**src/rtl/uart_rx_byte.sv**
```systemverilog
// 8N1 UART byte receiver: synchronises the line, validates start bits mid-bit, deserialises
// LSB first and holds each good byte on a valid/ready output, flagging framing errors and overruns.
module uart_rx_byte #(
   parameter int unsigned CLKS_PER_BIT = 868,
   parameter int unsigned SYNC_STAGES  = 2
) (
   input  logic       clk,
   input  logic       rst,
   input  logic       UART_rx,
   output logic [7:0] rx_data,
   output logic       rx_valid,
   input  logic       rx_ready,
   output logic       frame_err,
   output logic       overrun,
   output logic       busy
);

   localparam int unsigned CntW = $clog2(CLKS_PER_BIT);
   localparam logic [CntW-1:0] HalfLast = CntW'(CLKS_PER_BIT / 2 - 1);
   localparam logic [CntW-1:0] BitLast  = CntW'(CLKS_PER_BIT - 1);

   typedef enum logic [2:0] {StIdle, StStart, StData, StStop, StWaitHigh} state_e;

   logic [SYNC_STAGES-1:0] sync_q;
   logic                   rxs;
   state_e                 state_q, state_d;
   logic [CntW-1:0]        cnt_q, cnt_d;
   logic [2:0]             bit_idx_q, bit_idx_d;
   logic [7:0]             shreg_q, shreg_d;
   logic [7:0]             data_q, data_d;
   logic                   valid_q, valid_d;
   logic                   ferr_q, ferr_d;
   logic                   ovr_q, ovr_d;

   // Line idles high, so the chain resets to 1s to avoid a false start out of reset.
   always_ff @(posedge clk) begin
      if (rst) begin
         sync_q <= '1;
      end else begin
         sync_q <= {sync_q[SYNC_STAGES-2:0], UART_rx};
      end
   end

   assign rxs = sync_q[SYNC_STAGES-1];

   always_ff @(posedge clk) begin
      if (rst) begin
         state_q   <= StIdle;
         cnt_q     <= '0;
         bit_idx_q <= '0;
         shreg_q   <= '0;
         data_q    <= '0;
         valid_q   <= 1'b0;
         ferr_q    <= 1'b0;
         ovr_q     <= 1'b0;
      end else begin
         state_q   <= state_d;
         cnt_q     <= cnt_d;
         bit_idx_q <= bit_idx_d;
         shreg_q   <= shreg_d;
         data_q    <= data_d;
         valid_q   <= valid_d;
         ferr_q    <= ferr_d;
         ovr_q     <= ovr_d;
      end
   end

   always_comb begin
      state_d   = state_q;
      cnt_d     = cnt_q;
      bit_idx_d = bit_idx_q;
      shreg_d   = shreg_q;
      data_d    = data_q;
      valid_d   = valid_q;
      ferr_d    = 1'b0;
      ovr_d     = 1'b0;

      if (valid_q && rx_ready) begin
         valid_d = 1'b0;
      end

      case (state_q)
         StIdle: begin
            if (!rxs) begin
               state_d = StStart;
               cnt_d   = '0;
            end
         end
         StStart: begin
            if (cnt_q == HalfLast) begin
               cnt_d     = '0;
               bit_idx_d = '0;
               state_d   = rxs ? StIdle : StData;
            end else begin
               cnt_d = cnt_q + 1'b1;
            end
         end
         StData: begin
            if (cnt_q == BitLast) begin
               cnt_d              = '0;
               shreg_d[bit_idx_q] = rxs;
               bit_idx_d          = bit_idx_q + 3'd1;
               if (bit_idx_q == 3'd7) begin
                  state_d = StStop;
               end
            end else begin
               cnt_d = cnt_q + 1'b1;
            end
         end
         StStop: begin
            if (cnt_q == BitLast) begin
               cnt_d = '0;
               if (rxs) begin
                  state_d = StIdle;
                  // An accept on this same edge frees the slot for the new byte.
                  if (!valid_q || rx_ready) begin
                     data_d  = shreg_q;
                     valid_d = 1'b1;
                  end else begin
                     ovr_d = 1'b1;
                  end
               end else begin
                  ferr_d  = 1'b1;
                  state_d = StWaitHigh;
               end
            end else begin
               cnt_d = cnt_q + 1'b1;
            end
         end
         StWaitHigh: begin
            if (rxs) begin
               state_d = StIdle;
            end
         end
         default: state_d = StIdle;
      endcase
   end

   always_comb begin
      busy      = (state_q != StIdle);
      rx_data   = data_q;
      rx_valid  = valid_q;
      frame_err = ferr_q;
      overrun   = ovr_q;
   end

endmodule

```
**config.mk**
```make
export PLATFORM = sky130hd
export DESIGN_NAME = uart_rx_byte
export DESIGN_NICKNAME = d
export VERILOG_FILES = /design/src/rtl/uart_rx_byte.sv
export SDC_FILE = /design/constraint.sdc
export NUM_CORES = 1
export LEC_CHECK = 0
export BUFFER_PORTS_ARGS = -buffer_cell sky130_fd_sc_hd__buf_2
export CORE_UTILIZATION = 30
export CTS_CLUSTER_SIZE = 10
export DETAILED_ROUTE_END_ITERATION = 10
export GPL_TIMING_DRIVEN = 1
export MAX_ROUTING_LAYER = met4
export SYNTH_ARGS = -nofsm -noshare
export SYNTH_HDL_FRONTEND = slang
export SYNTH_SLANG_ARGS = --single-unit
```
**constraint.sdc**
```tcl
create_clock -name clk -period 1.93 [get_ports clk]
set_input_delay 0.193 -clock clk [delete_from_list [all_inputs] [get_ports clk]]
set_output_delay 0.193 -clock clk [all_outputs]
set_load 0.02 [all_outputs]
```
# After elaboration in Yosys (flattened, before gate mapping)
# Index checks and enable logic that the tools add are counted.
# W data, S select, Z words.
# word_totals
regBits	37
inputBits	4
wordCells	71
# op_classes
n_addsub	2
n_lt_le_gt_ge	2
n_eq_ne	13
n_mux	26
bitwise	3
reduce_logical	16
# ops
operator	count
$mux W10	3
$pmux W10 S3	1
$mux W3	9
$pmux W3 S5	1
$ne A2 B2 Y1 const B	6
$add A10 B1 Y10 const B	1
$eq A10 B10 Y1 const B	1
$eq A10 B9 Y1 const B	1
$bwmux W8	1
$mux W1	8
$eq A3 B2 Y1 const B	2
$eq A3 B3 Y1 const B	2
$pmux W3 S2	1
$reduce_and A6 Y1	1
$reduce_bool A3 Y1	2
$lt A3 B4 Y1 const B	1
$reduce_and A2 Y1	2
$reduce_and A4 Y1	1
$reduce_or A4 Y1	1
$add A3 B1 Y3 const B	1
$demux W1 S3	1
$eq A3 B1 Y1 const B	1
$ge A3 B1 Y1 const B	1
$logic_not A3 Y1	1
other kinds (9)	12

# Logic depth before layout (Yosys ltp)
# depth
word_depth	6
mapped_depth	8

# Least setup slack after synthesis
# OpenSTA, ideal clock, no wires.
# synth_timing
path_type	reg2reg
startpoint	reg cnt_q[3]
endpoint	reg cnt_q[0]
setup_ps	128
arrival_time_ps	1659
t_required_ps	1802
path_slack_ps	143
path_stages_with_launch	8
path_buffers	2
period_less_slack_ps	1787
path_cell_list	dfxtp_1 -> buf_6 -> or3b_4 -> nor3_4 -> o32ai_2 -> buf_6 -> mux2i_1 -> nor2_1
# synth_via
elab_chain_cells	3
# synth_rtl
item	line_no	rtl
start: declaration	27	logic [CntW-1:0] cnt_q, cnt_d;
start signal: assignment	58	cnt_q <= cnt_d;
$eq A10 B10 Y1 or $eq A10 B9 Y1 (tied branches)	99, 111, 90	
$mux W10 (on tied branches)	99, 111, 90	
$pmux W10 S3 (*)	82	case (state_q)
# Every way passes the cells marked *; elsewhere a longest branch is shown, timed or not.
# A chain may end at the register's enable or synchronous reset.

# Worst setup path in the final report
# layout_timing
startpoint	reg cnt_q[2]
endpoint	reg state_q[0]
# layout_via
elab_chain_cells	3
# layout_rtl
item	line_no	rtl
$eq A10 B10 Y1 or $eq A10 B9 Y1 (tied branches)	99, 111, 90	
$ne A2 B2 Y1 (no line)	--	
$reduce_and A6 Y1 (no line) (*)	--	
end signal: assignment	48	state_q <= StIdle;
end signal: assignment	57	state_q <= state_d;
end: declaration	26	state_e state_q, state_d;
# Marks and branches as above.

==> run summary <==
CTS Sinks: 37
Post-synth EDFFs: 0
clk_lat worst skew: 0.29 ns
first-pass GRT wire length: 6030 um
Num CTS Buffers: 5
status: finished, final reports clean
dominant synthesized flop cell: dfxtp_1
CTS tree: built
gr ovfl total: 0
P&R area growth vs syn: 16.7%
Cell Pwr Density: 696 nW/um2
die area: 6320 um2
routed length per instance: 12.0 um
FF+latch area: 741 um2
area of the multi-input gates: 1000 um2
Worst Path Required: 2.16 ns
Power, Total: 1460 uW
Post-Route WL: 3510 um
Max-Cap Viols: 0
Die Wd: 79.5 um
final worst-path cycle share: 92.9%
Antenna Diode Count: 0
Synth Instances: 200
Syn Std Cell Area: 1800 um2
Synth area leaders: dfxtp_1, mux2i_1, nor2_1
vias per cell: 4.89
ANT nets after route: 0
Final HPWL DP: 2460 um
unrepaired setup endpoints after global routing: no
CP Max Fanout: 8
crit path DAT: 2.02 ns
Netlist cell types: 42
First DRT Iteration DRCs: 91
drt drc: 0
max-slew violations: 0
Pre-Repair DR Iteration Count: 4
Slew HR: 59.7%
WHS: 0.0932 ns
initial core utilization: 31.9%
syn avg cell area: 9.01 um2
RD Place Congestion: 0.759
ys async rst share: 0%
Fin. Hold Viols: 0
skew final: 0.0106 ns
FILL cells: 572
antenna violations before repair: 0
syn_nets: 208
Die Y: 79.5 um
largest net degree at the start of global routing: 35
CP Class: flop to flop
Worst R2R Setup Slack: 0.14 ns
Ports: 16
commonest non-fill, non-tap cell in the layout: dfxtp_1
min Tclk post-route: 1.79 ns
Yosys reg bits: 37
Setup TNS: 0 ns
vias in the first global route: 1263
Yosys top cell by area: dfxtp_1
Leakage: 0.000909 uW
Synth top area share: 41.1%
# rows: 27
ratio of cells with drive above 1 in the final layout: 21.4%
CP Capture Type: flop
hold crit path type: primary input to flop
most frequent cells in the layout: dfxtp_1, nor2_1, mux2i_1, buf_2, nand2_1
CP startpoint kind: flop
core area: 5640 um2
setup bufs post-CTS: 0
Yosys Warn Count: 0
fmax: 558 MHz
sequential element share of the synthesized area: 41.1%
NumNets Final: 228
# port buffers: 15
Root Driver: clkbuf_8
Worst-path clk slew: 0.07 ns
All-Layer GR Usage: 12.8%
detailed-route via count: 1429
H-tree depth: 2
actual transition at the worst max-transition pin: 0.604 ns
Max VDD drop: 342 uV
final setup fails: 0
Clock Path Buffers: 2
state kept, by name (all words and copies together), names as in the netlist:
register / cells
state_q: 3
overrun: 1
bit_idx_q: 3
sync_q: 2
frame_err: 1
rx_valid: 1
cnt_q: 10
rx_data: 8
shreg_q: 8
critical path: stages (launching register included):
cell	delay (ns)
dfxtp_1	0.31
or3b_4	0.43
nor3_4	0.32
buf_4	0.22
nand2_1	0.06
a22oi_1	0.19
o221a_1	0.20
final timing paths:
check	cells past startpoint	end	start
max	6	state_q[0]	cnt_q[2]
min	2	sync_q[0]	UART_rx
min reg2reg	1	sync_q[1]	sync_q[0]
max reg2reg	6	state_q[0]	cnt_q[2]
final cells by class:
| cell class | instances | share of cell area [%] |
|---|---|---|
| multi-input combinational | 147 | 47.5 |
| tap | 72 | 4.28 |
| inverter | 3 | 0.535 |
| timing repair buffer | 26 | 7.50 |
| clock inverter | 2 | 1.67 |
| sequential | 37 | 35.2 |
| clock buffer | 5 | 3.27 |
cell usage after synthesis, types with 3 or more instances:
cell and number:
a31oi_1 4, nand4_1 5, ha_1 4, a21oi_1 3, nand2_1 12, mux2i_1 20, nand2b_1 3, nor4_1 3
o211ai_1 4, xor2_1 3, nor3_1 6, dfxtp_1 37, inv_1 3, and2_1 4, and3_2 3, nor2_1 34
clkbuf_1 11, nand3_1 8, nand3b_1 5, or2_2 3
power by group:
part	switching, uW	internal, uW
Sequential	5.66	767
Clock	267	375
Combinational	32.7	15.9
stage by stage:
stage	util, %	cells	worst slack (ns)	cell area, um2
4_1_cts	37.0	292	0.0372	2090
6_report	37.3	292	0.137	2100
5_1_grt	37.3	292	0.0158	2100
3_5_place_dp	35.2	285	0.0516	1990
2_1_floorplan	-	200	0.143	1800
3_3_place_gp	35.2	285	0.110	1990
metal layers:
layer	vias up	GRT usage, %	wire length, um
li1	743	-	-
met1	662	16.6	1790
met2	17	17.9	1530
met3	7	3.77	102
met4	0	6.36	85
met5	-	-	0
kinds of logic after synthesis:
family	Yosys count	synth area share [%]
and+or+nand+nor	97	29.4
muxes	20	11.1
xor gates and xnor gates	4	1.94
DFF	37	41.1
buffers and inverters	16	4.17
AOI/OAI and AO/OA	22	9.51
adders and majority gates	4	2.78
what timing repair did:
action | CTS | global route
endpoints found under the setup margin | 0 | 9
resized for setup | 0 | 2
hold buffers | 0 | 0
Note: power is estimated with default switching activity, not from simulation.
